--- src/rtl/seg7_pkg.sv ---
// seg7_pkg: shared definitions for the 7-segment capture path.
//
// Contents:
//   SEG_W        - number of segment lines (a..g)
//   CNT_W        - width of the stability counter (enough for counts up to 15)
//   SEG7_CODES   - the 16 legal segment codes, index = hex value, {a,b,c,d,e,f,g}
//   seg7_entry_t - one stored digit: decoded value, legal flag, captured dot
//   seg7_dec_t   - decoder result {legal, value}
//   seg7_decode  - segment pattern -> {legal, value}; unknown patterns give 0/illegal
//   seg7_encode  - hex value -> segment pattern (the encoder side uses this table too)
package seg7_pkg;

    localparam int unsigned SEG_W     = 7;
    localparam int unsigned CNT_W     = 4;
    localparam int unsigned NUM_CODES = 16;

    localparam logic [SEG_W-1:0] SEG7_CODES [NUM_CODES] = '{
        7'b1111110,  // 0
        7'b0110000,  // 1
        7'b1101101,  // 2
        7'b1111001,  // 3
        7'b0110011,  // 4
        7'b1011011,  // 5
        7'b1011111,  // 6
        7'b1110000,  // 7
        7'b1111111,  // 8
        7'b1111011,  // 9
        7'b1110111,  // A
        7'b0011111,  // B
        7'b1001110,  // C
        7'b0111101,  // D
        7'b1001111,  // E
        7'b1000111   // F
    };

    typedef struct packed {
        logic [3:0] value;
        logic       legal;
        logic       dot;
    } seg7_entry_t;

    typedef struct packed {
        logic       legal;
        logic [3:0] value;
    } seg7_dec_t;

    // Linear match against the table; the codes are distinct, so at most one hits.
    function automatic seg7_dec_t seg7_decode(input logic [SEG_W-1:0] seg);
        seg7_dec_t res;
        res = '0;
        for (int i = 0; i < int'(NUM_CODES); i++) begin
            if (seg == SEG7_CODES[i]) begin
                res.legal = 1'b1;
                res.value = 4'(i);
            end
        end
        return res;
    endfunction

    function automatic logic [SEG_W-1:0] seg7_encode(input logic [3:0] value);
        return SEG7_CODES[value];
    endfunction

endpackage

--- src/rtl/seg7_stab.sv ---
// seg7_stab: input synchroniser and pattern-stability tracker.
//
// The raw display bus {seg, dot, digit strobe} is passed through two flops.
// The synchronised sample is compared with the previous one every cycle; a run
// of identical samples with an exactly one-hot strobe is counted up to
// STABLE_CNT. accept_o pulses (combinationally, for the edge on which the count
// goes STABLE_CNT-1 -> STABLE_CNT) once per stable window.
//
// Ports:
//   clk       - clock, rising edge
//   rst       - asynchronous active-high reset
//   seg_i     - raw segment lines {a..g}
//   dot_i     - raw decimal point (tie 0 to keep it out of the compare)
//   sel_i     - raw one-hot digit strobe
//   accept_o  - stable pattern accepted on this edge
//   idx_o     - index of the strobed digit in the synchronised sample
//   seg_o     - synchronised segment pattern
//   dot_o     - synchronised dot
module seg7_stab
    import seg7_pkg::*;
#(
    parameter int unsigned NUM_DIGITS = 4,
    parameter int unsigned STABLE_CNT = 4,
    parameter int unsigned IDX_W      = $clog2(NUM_DIGITS)
) (
    input  logic                  clk,
    input  logic                  rst,
    input  logic [SEG_W-1:0]      seg_i,
    input  logic                  dot_i,
    input  logic [NUM_DIGITS-1:0] sel_i,
    output logic                  accept_o,
    output logic [IDX_W-1:0]      idx_o,
    output logic [SEG_W-1:0]      seg_o,
    output logic                  dot_o
);

    localparam int unsigned PAT_W = SEG_W + 1 + NUM_DIGITS;
    localparam logic [CNT_W-1:0] CNT_MAX = CNT_W'(STABLE_CNT);

    // Sample layout: {seg, dot, sel}
    logic [PAT_W-1:0]      sync1_q, sync2_q, last_q;
    logic [CNT_W-1:0]      cnt_q, cnt_d;
    logic [NUM_DIGITS-1:0] s_sel;
    logic                  one_hot;
    logic                  same;

    always_ff @(posedge clk or posedge rst) begin
        if (rst) begin
            sync1_q <= '0;
            sync2_q <= '0;
            last_q  <= '0;
            cnt_q   <= '0;
        end else begin
            sync1_q <= {seg_i, dot_i, sel_i};
            sync2_q <= sync1_q;
            last_q  <= sync2_q;
            cnt_q   <= cnt_d;
        end
    end

    assign s_sel   = sync2_q[NUM_DIGITS-1:0];
    assign one_hot = (s_sel != '0) && ((s_sel & (s_sel - NUM_DIGITS'(1))) == '0);
    assign same    = (sync2_q == last_q);
    assign seg_o   = sync2_q[PAT_W-1 -: SEG_W];
    assign dot_o   = sync2_q[NUM_DIGITS];

    // Count saturates at STABLE_CNT so a long-held pattern accepts only once.
    always_comb begin
        cnt_d    = '0;
        accept_o = 1'b0;
        if (one_hot) begin
            if (same) begin
                cnt_d    = (cnt_q >= CNT_MAX) ? CNT_MAX : cnt_q + CNT_W'(1);
                accept_o = (cnt_q == CNT_MAX - CNT_W'(1));
            end else begin
                cnt_d = CNT_W'(1);
            end
        end
    end

    // Only meaningful when the strobe is one-hot; accept_o is low otherwise.
    always_comb begin
        idx_o = '0;
        for (int i = 0; i < int'(NUM_DIGITS); i++) begin
            if (s_sel[i]) begin
                idx_o = IDX_W'(i);
            end
        end
    end

endmodule

--- src/rtl/seg7_capture.sv ---
// seg7_capture: recovers hex digit values from a multiplexed 7-segment bus.
//
// A digit's pattern is accepted once it has been stable for STABLE_CNT
// synchronised samples. Accepted values are decoded and stored per digit; any
// change (or the first capture of a digit since reset) is reported through a
// one-entry valid/ready event register. An event arriving while the register
// is full and not being drained is dropped and flagged by a one-cycle ovf
// pulse; storage is updated regardless.
//
// Build option:
//   SEG7_CAP_DOT_EN - when defined, dot_in is synchronised, takes part in the
//                     stability and change compares and is reported on
//                     out_dot. Otherwise dot_in is ignored and out_dot is 0.
//
// Ports:
//   clk        - clock, rising edge
//   rst        - asynchronous active-high reset
//   seg_in     - segment lines {a,b,c,d,e,f,g}, 1 = lit
//   dot_in     - decimal point, 1 = lit
//   digit_sel  - one-hot digit strobe
//   out_valid  - change event pending
//   out_ready  - consumer takes the event when out_valid && out_ready
//   out_idx    - digit index of the event
//   out_value  - decoded hex value of the event
//   out_legal  - pattern was a legal code
//   out_dot    - captured dot of the event
//   digits     - stored values, digit i at [4i+3:4i]
//   legal      - per-digit legal flag
//   ovf        - one-cycle pulse when an event was dropped
module seg7_capture
    import seg7_pkg::*;
#(
    parameter int unsigned NUM_DIGITS = 4,
    parameter int unsigned STABLE_CNT = 4
) (
    input  logic                          clk,
    input  logic                          rst,
    input  logic [SEG_W-1:0]              seg_in,
    input  logic                          dot_in,
    input  logic [NUM_DIGITS-1:0]         digit_sel,
    output logic                          out_valid,
    input  logic                          out_ready,
    output logic [$clog2(NUM_DIGITS)-1:0] out_idx,
    output logic [3:0]                    out_value,
    output logic                          out_legal,
    output logic                          out_dot,
    output logic [4*NUM_DIGITS-1:0]       digits,
    output logic [NUM_DIGITS-1:0]         legal,
    output logic                          ovf
);

    localparam int unsigned IDX_W = $clog2(NUM_DIGITS);

    logic dot_eff;

`ifdef SEG7_CAP_DOT_EN
    assign dot_eff = dot_in;
`else
    logic unused_dot;
    assign unused_dot = dot_in;
    assign dot_eff    = 1'b0;
`endif

    logic             st_accept;
    logic [IDX_W-1:0] st_idx;
    logic [SEG_W-1:0] st_seg;
    logic             st_dot;

    seg7_stab #(
        .NUM_DIGITS (NUM_DIGITS),
        .STABLE_CNT (STABLE_CNT),
        .IDX_W      (IDX_W)
    ) u_stab (
        .clk      (clk),
        .rst      (rst),
        .seg_i    (seg_in),
        .dot_i    (dot_eff),
        .sel_i    (digit_sel),
        .accept_o (st_accept),
        .idx_o    (st_idx),
        .seg_o    (st_seg),
        .dot_o    (st_dot)
    );

    seg7_dec_t   dec;
    seg7_entry_t new_entry;
    logic        changed;
    logic        new_event;

    seg7_entry_t           store_q [NUM_DIGITS];
    seg7_entry_t           store_d [NUM_DIGITS];
    logic [NUM_DIGITS-1:0] seen_q, seen_d;
    logic                  out_valid_q, out_valid_d;
    logic [IDX_W-1:0]      out_idx_q, out_idx_d;
    seg7_entry_t           out_ent_q, out_ent_d;
    logic                  ovf_q, ovf_d;

    assign dec       = seg7_decode(st_seg);
    assign new_entry = '{value: dec.value, legal: dec.legal, dot: st_dot};

    // A never-captured digit always reports, even if it decodes to the reset
    // contents (blank -> value 0, illegal).
    assign changed   = !seen_q[st_idx] || (store_q[st_idx] != new_entry);
    assign new_event = st_accept && changed;

    always_comb begin
        store_d     = store_q;
        seen_d      = seen_q;
        out_valid_d = out_valid_q && !out_ready;
        out_idx_d   = out_idx_q;
        out_ent_d   = out_ent_q;
        ovf_d       = 1'b0;
        if (new_event) begin
            store_d[st_idx] = new_entry;
            seen_d[st_idx]  = 1'b1;
            // Slot is free if empty or being drained on this same edge.
            if (!out_valid_q || out_ready) begin
                out_valid_d = 1'b1;
                out_idx_d   = st_idx;
                out_ent_d   = new_entry;
            end else begin
                ovf_d = 1'b1;
            end
        end
    end

    always_ff @(posedge clk or posedge rst) begin
        if (rst) begin
            store_q     <= '{default: '0};
            seen_q      <= '0;
            out_valid_q <= 1'b0;
            out_idx_q   <= '0;
            out_ent_q   <= '0;
            ovf_q       <= 1'b0;
        end else begin
            store_q     <= store_d;
            seen_q      <= seen_d;
            out_valid_q <= out_valid_d;
            out_idx_q   <= out_idx_d;
            out_ent_q   <= out_ent_d;
            ovf_q       <= ovf_d;
        end
    end

    always_comb begin
        digits = '0;
        legal  = '0;
        for (int i = 0; i < int'(NUM_DIGITS); i++) begin
            digits[4*i +: 4] = store_q[i].value;
            legal[i]         = store_q[i].legal;
        end
    end

    assign out_valid = out_valid_q;
    assign out_idx   = out_idx_q;
    assign out_value = out_ent_q.value;
    assign out_legal = out_ent_q.legal;
    assign out_dot   = out_ent_q.dot;
    assign ovf       = ovf_q;

endmodule

--- config.mk ---
export PLATFORM = sky130hd
export DESIGN_NAME = seg7_capture
export DESIGN_NICKNAME = d
export VERILOG_FILES = /design/src/rtl/seg7_pkg.sv /design/src/rtl/seg7_stab.sv /design/src/rtl/seg7_capture.sv
export SDC_FILE = /design/constraint.sdc
export NUM_CORES = 1
export LEC_CHECK = 0
export ABC_CLOCK_PERIOD_IN_PS = 4850
export CORE_ASPECT_RATIO = 1.75
export CORE_UTILIZATION = 56
export DETAILED_ROUTE_END_ITERATION = 10
export PLACE_DENSITY = 0.8
export SLEW_MARGIN = 20
export SYNTH_ARGS = -nofsm -noshare
export SYNTH_HDL_FRONTEND = slang
export SYNTH_HIERARCHICAL = 1
export SYNTH_SLANG_ARGS = --single-unit
--- constraint.sdc ---
create_clock -name clk -period 4.85 [get_ports clk]
set_clock_uncertainty 0.2 [all_clocks]
set_input_delay 0.7275 -clock clk [delete_from_list [all_inputs] [get_ports clk]]
set_output_delay 0.7275 -clock clk [all_outputs]
set_load 0.05 [all_outputs]
==> impl_metrics.json, run 1 <==
{
  "slowest_stage": "a2111oi_4",
  "relative_contribution_of_combinational_cells_to_total_power_pct": 5.7,
  "grt_start_max_net_pins": 41,
  "final_max_slew_viol_count": 0,
  "antenna_found_initial": 0,
  "netlist_instances": 268,
  "wirelength_mm": 6.01,
  "die-area_um2": 6910,
  "drt_first_pass_iters": 4,
  "boundaryPins": 45,
  "syn_nets": 284,
  "worstSetupPathType": "register to register",
  "relSlewSlack_pct": 40.1,
  "route.detailed.drc": 0,
  "layout-area-overhead-vs-synth_pct": 12.7,
  "p_sw_share_pct": 21.3,
  "cts-root-buf": "clkbuf_8",
  "required_ns": 4.88,
  "drtIter0Drc": 52,
  "syn_area_per_cell_um2": 13.7,
  "p_switching_w": 0.000270,
  "synth-seq-area-share_pct": 53.1,
  "route.vias.total": 2098,
  "route.detailed.vias_per_inst": 5.67,
  "routedWlPerCell_um": 16.2,
  "seq_power_share_pct": 54.1,
  "worstPathArrival_ns": 3.87,
  "run_status": "finished, final reports clean",
  "layout.cells.most_common": "dfrtp_1",
  "synth-async-reset-ratio_pct": 100,
  "yosys_warnings": 6,
  "drive_gt1_share_pct": 19.7,
  "synthesis.area_um2": 3680,
  "largest_fanout_on_the_critical_path": 12,
  "portBuffers": 43,
  "floorplan.rows": 38,
  "tightestPinTransition_ns": 0.899,
  "floorplan.initialDensity_pct": 58.6,
  "final.period_utilization_pct": 79.2,
  "distinct_cell_type_count_of_the_synthesized_netlist": 64,
  "clock.fmax_mhz": 260,
  "setup_violations": 0,
  "pwr-share-clk_pct": 40.2,
  "drt.antenna.violating_nets": 0,
  "power_density_of_the_placed_cells_nw_per_um2": 306,
  "post_cts_hold_buffer_count": 0,
  "synth-edff-count": 0,
  "category_of_the_worst_setup_path_capture_point": "register",
  "hold_viol_final": 0,
  "design.final.nets": 303,
  "cpMostUsedCell": "a2111oi_4",
  "commonest_cells_after_routing_fill_and_taps_aside": "78 x dfrtp_1, 43 x clkdlybuf4s50_1, 16 x mux2_2",
  "htree_levels": 3,
  "setup.worst_path.start_class": "register",
  "track_usage_pct": 20.7,
  "peakVddDrop_v": 0.000283,
  "rsz0062_at_grt": "false",
  "cts-buffers-inserted": 9,
  "globalplace.congestion": 0.781,
  "synth_top_flop_cell": "dfrtp_1",
  "clock_tree.buffer_depth": 2,
  "cell_internal_pwr_w": 0.000996,
  "die_width_um": 63.2,
  "cts-resized-gates": 0,
  "hp-class": "register to register",
  "seqCellArea_um2": 1950,
  "dieHeight_um": 109,
  "diodes": 0,
  "dp_hpwl_mm": 4.38,
  "fin_hold_ws_ns": 0.147,
  "timing.critical_path.slowest_cell_delay_ns": 0.80,
  "maxCapViolations": 0,
  "clock_tree_from_tritoncts": "yes",
  "tns_ns": 0,
  "cts_sinks": 78,
  "post-route-min-period_ns": 3.84,
  "grt_pass1_vias": 2100,
  "multi_input_area_um2": 1410,
  "crit_chain": "inv_1, a21o_1, mux4_4, a311o_1, a2111oi_4, a2111oi_4, mux2_2",
  "grt_first_pass_wirelength_mm": 10.4,
  "cts_post_setup_buffers_inserted": 0,
  "global_route.overflow_total": 0,
  "cts.reportedPaths.clkPinSlew_ns": 0.07,
  "design.core.area_um2": 6280,
  "worstSkewPairLatency_ns": 0.35,
  "yosys_register_bits": 78,
  "filler_cell_count": 495,
  "reg2reg_slack_ns": 1.01,
  "power_leakage_nw": 1.86
}
-- final timing paths --
| check | to | startpoint | depth (start not counted) |
|---|---|---|---|
| max in group asynchronous | legal[0]$_DFFE_PP0P_ | rst | 3 |
| min in group asynchronous | u_stab/cnt_q[1]$_DFF_PP0_ | rst | 3 |
| setup reg to reg | digits[0]$_DFFE_PP0P_ | u_stab/sync2_q[2]$_DFF_PP0_ | 7 |
| hold / removal | u_stab/sync2_q[9]$_DFF_PP0_ | u_stab/sync1_q[9]$_DFF_PP0_ | 0 |
| hold reg to reg | u_stab/sync2_q[9]$_DFF_PP0_ | u_stab/sync1_q[9]$_DFF_PP0_ | 0 |
| setup / recovery | digits[0]$_DFFE_PP0P_ | u_stab/sync2_q[2]$_DFF_PP0_ | 7 |
-- stage by stage --
step | total power [W] | std cells | instance area (um2) | util (%) | setup slack (ns)
2_1_floorplan | 0.000752 | 268 | 3680 | - | 1.45
4_1_cts | 0.00128 | 370 | 4140 | 66.0 | 0.972
3_5_place_dp | 0.000770 | 356 | 3930 | 62.7 | 0.991
3_3_place_gp | 0.000767 | 356 | 3930 | 62.7 | 1.01
6_report | 0.00127 | 370 | 4140 | 66.0 | 1.01
5_1_grt | 0.00132 | 370 | 4140 | 66.0 | 0.798
-- cell type report --
| class | instances | area share, % |
|---|---|---|
| flip-flops and latches | 78 | 47.1 |
| multi-input cells | 147 | 34.1 |
| repair buffers | 45 | 10.8 |
| clock buffers | 10 | 3.32 |
| well taps | 80 | 2.42 |
| clock inverters | 4 | 1.75 |
| inverters | 6 | 0.544 |
-- worst max-delay path, delay by kind of cell, from the launching register on --
family | cells | cell delay [ns]
AO/OA/AOI/OAI | 4 | 1.93
buffers and inverters | 1 | 0.09
flip-flops | 1 | 0.42
multiplexers | 2 | 1.08
-- logic make-up after synthesis --
group,share of synthesized area (%)
other,0.204
adder cells (fa/ha/maj),0.340
AND/OR/NAND/NOR,11.1
multiplexers,14.8
XOR/XNOR,4.02
flip-flops,53.1
buffers and inverters,8.47
AO/OA/AOI/OAI,8.00
-- metal layers --
metal / up-vias / track usage [%] / part of all wire (%)
met2: 55 / 36.6 / 55
met5: - / 0 / 0
met4: 0 / 12.5 / 3.8
met1: 1059 / 21.7 / 37
met3: 16 / 5.65 / 4.6
li1: 968 / - / -
-- flip-flops by register name, summed over array words and instances (netlist names) --
| register | flops |
|---|---|
| ovf | 1 |
| out_idx | 2 |
| out_legal | 1 |
| u_stab/sync2_q | 12 |
| u_stab/last_q | 12 |
| legal | 4 |
| out_valid | 1 |
| seen_q | 4 |
| u_stab/cnt_q | 4 |
| digits | 16 |
| store_q | 4 |
| out_value | 4 |
| out_dot | 1 |
| u_stab/sync1_q | 12 |
-- power groups by stage --
stage                     clock [W]  sequential, W  combinational (W)
after floorplan                   0       0.000687          0.0000649
after CTS                  0.000522       0.000685          0.0000734
after global routing       0.000557       0.000687          0.0000800
final                      0.000509       0.000685          0.0000718
after global placement            0       0.000696          0.0000711
after detailed placement          0       0.000698          0.0000728
-- synthesized netlist by cell type (3+ instances only) --
library cell	n	area share, %
a21o_1	3	0.61
or2_1	5	0.85
buf_6	4	1.2
nor2_1	3	0.31
mux2_1	13	4.0
inv_1	5	0.51
nand4_1	7	1.2
buf_4	28	5.7
dfrtp_1	78	53
mux4_1	3	2.1
nand3_1	4	0.54
a21oi_1	5	0.68
nor3_1	3	0.41
mux2_4	3	1.2
mux2_2	16	4.9
nand2_1	8	0.82
mux4_2	3	1.8
xnor2_1	13	3.1
Power figures use the tool's default switching activity.
==> run 2: changes to the inputs <==
- ABC_CLOCK_PERIOD_IN_PS: 4850 -> 3300
- CORE_UTILIZATION: 56 -> 50
- PLACE_DENSITY: 0.8 -> 0.76
- clock period: 4.85 -> 3.3 ns (I/O delays scaled with it)
==> impl_metrics.json, run 2 (synthesis results as in run 1) <==
{
  "diodes": 0,
  "track_usage_pct": 22.3,
  "setup.worst_path.start_class": "register",
  "floorplan.rows": 41,
  "largest_register_ff_count": 16,
  "fin_total_pwr_w": 0.00222,
  "hold_viol_final": 0,
  "drt.antenna.violating_nets": 0,
  "final_max_slew_viol_count": 0,
  "critPathBufInv": 3,
  "timing.critical_path.slowest_cell_delay_ns": 0.74,
  "clock.fmax_mhz": 298,
  "largest_fanout_on_the_critical_path": 7,
  "post-route-min-period_ns": 3.35,
  "category_of_the_worst_setup_path_capture_point": "register",
  "floorplan.initialDensity_pct": 51.2,
  "power_leakage_nw": 2.16,
  "globalplace.congestion": 0.807,
  "boundaryPins": 45,
  "critical_path.reg2reg.startpoint": "u_stab/sync2_q[8]$_DFF_PP0_",
  "worstSkewPairLatency_ns": 0.34,
  "rsz0062_at_grt": "true",
  "detailed_place.area_um2": 4260,
  "final_core_occ_pct": 67.1,
  "cts_sinks": 78,
  "peakVddDrop_v": 0.000464,
  "hp-class": "register to register",
  "htree_levels": 3,
  "crit_chain": "buf_6, or4_1, nand2_1, a41oi_2, buf_4, a31oi_4, a2111oi_4, buf_6, a2111oi_4, mux2_4",
  "violations": "setup timing",
  "run_status": "finished with violations",
  "setup_violations": 7,
  "wirelength_mm": 7.51,
  "setup.worst_path.start": "u_stab/sync2_q[8]$_DFF_PP0_",
  "antenna_found_initial": 0,
  "clock_tree.buffer_depth": 2,
  "maxCapViolations": 0,
  "final.period_utilization_pct": 102,
  "layout.cells.most_common": "dfrtp_1",
  "route.detailed.vias_per_inst": 5.46,
  "slowest_stage": "a2111oi_4",
  "cts-buffers-inserted": 9,
  "critical_path.top_delay_family": "compound AO/OA/AOI/OAI gates",
  "design.core.area_um2": 7180,
  "drive_gt1_share_pct": 39.5,
  "route.vias.total": 2309,
  "routedWlPerCell_um": 17.8,
  "relSlewSlack_pct": 44.6,
  "die_width_um": 66.8,
  "post_cts_hold_buffer_count": 0,
  "final.setup.worst_slack_ns": -0.0526,
  "drt_first_pass_iters": 4,
  "tns_ns": -0.292,
  "final_design_area_no_fill_um2": 4820,
  "global_route.overflow_total": 0,
  "commonest_cells_after_routing_fill_and_taps_aside": "74 x dfrtp_1, 43 x clkdlybuf4s50_1, 37 x buf_4",
  "portBuffers": 43,
  "worstPathArrival_ns": 3.37,
  "route.detailed.drc": 0,
  "cts.reportedPaths.clkPinSlew_ns": 0.06,
  "required_ns": 3.32,
  "grt_first_pass_wirelength_mm": 12.2,
  "design.final.nets": 348,
  "grt_start_max_net_pins": 39,
  "dp_hpwl_mm": 4.94,
  "die-area_um2": 7710,
  "dieHeight_um": 115,
  "tightestPinTransition_ns": 0.832,
  "layout-area-overhead-vs-synth_pct": 31.2,
  "cts-root-buf": "clkbuf_16",
  "power_density_of_the_placed_cells_nw_per_um2": 461,
  "clock_tree_from_tritoncts": "yes",
  "drtIter0Drc": 101,
  "min-delay-start": "u_stab/sync1_q[10]$_DFF_PP0_",
  "grt_pass1_vias": 2441,
  "worstSetupPathType": "register to register"
}
[run 2: cell count changes in the layout (fill, tap and decap cells not counted), moves of 6 or more]
cell       before  now
buf_6           0    6
mux2_1         13    0
clkbuf_16       0    9
mux2_4          3   22
clkbuf_8       10    0
mux2_2         16   10
buf_4           2   37
[run 2: timing repair]
action                     4_1_cts  5_1_grt
pin swaps                       10        8
setup buffers                    9        6
hold endpoints to repair         0        0
gates resized for setup         23       17
setup endpoints to repair       32       29
[run 2: cell type report]
class	count	area, um2
Clock inverter	6	93.8
Tap cell	86	108
Fill cell	499	2360
Sequential cell	78	1960
Multi-Input combinational cell	147	1570
Timing Repair Buffer	90	841
Inverter	6	22.5
Clock buffer	10	229
[run 2: metrics by stage]
| stage | cells | setup WS, ns | hold slack (ns) |
|---|---|---|---|
| final | 423 | -0.0526 | 0.147 |
| after global placement | 393 | -0.110 | 0.132 |
| after floorplan | 268 | -0.0464 | 0.131 |
| after detailed placement | 393 | -0.114 | 0.136 |
| after CTS | 417 | -0.00276 | 0.148 |
| after global routing | 423 | -0.123 | 0.148 |
[run 2: worst paths after layout]
path	to	slack [ns]	depth (start not counted)
max	digits[2]$_DFFE_PP0P_	-0.05	10
min	u_stab/sync2_q[10]$_DFF_PP0_	0.15	0
max reg2reg	digits[2]$_DFFE_PP0P_	-0.05	10
min reg2reg	u_stab/sync2_q[10]$_DFF_PP0_	0.15	0
max in group asynchronous	u_stab/sync2_q[8]$_DFF_PP0_	1.99	3
min in group asynchronous	u_stab/cnt_q[3]$_DFF_PP0_	0.22	2
[run 2: metal layers]
layer / share of wire, % / global-route usage (%) / vias to the layer above
li1: - / - / 1066
met1: 39 / 25.1 / 1170
met2: 54 / 37.6 / 59
met3: 3.0 / 4.63 / 14
met4: 3.3 / 14.0 / 0
met5: 0 / 0 / -
[run 2: report_power, final]
| group | internal [W] | switching [W] |
|---|---|---|
| Sequential | 0.000981 | 0.0000209 |
| Combinational | 0.0000854 | 0.0000794 |
| Clock | 0.000667 | 0.000389 |
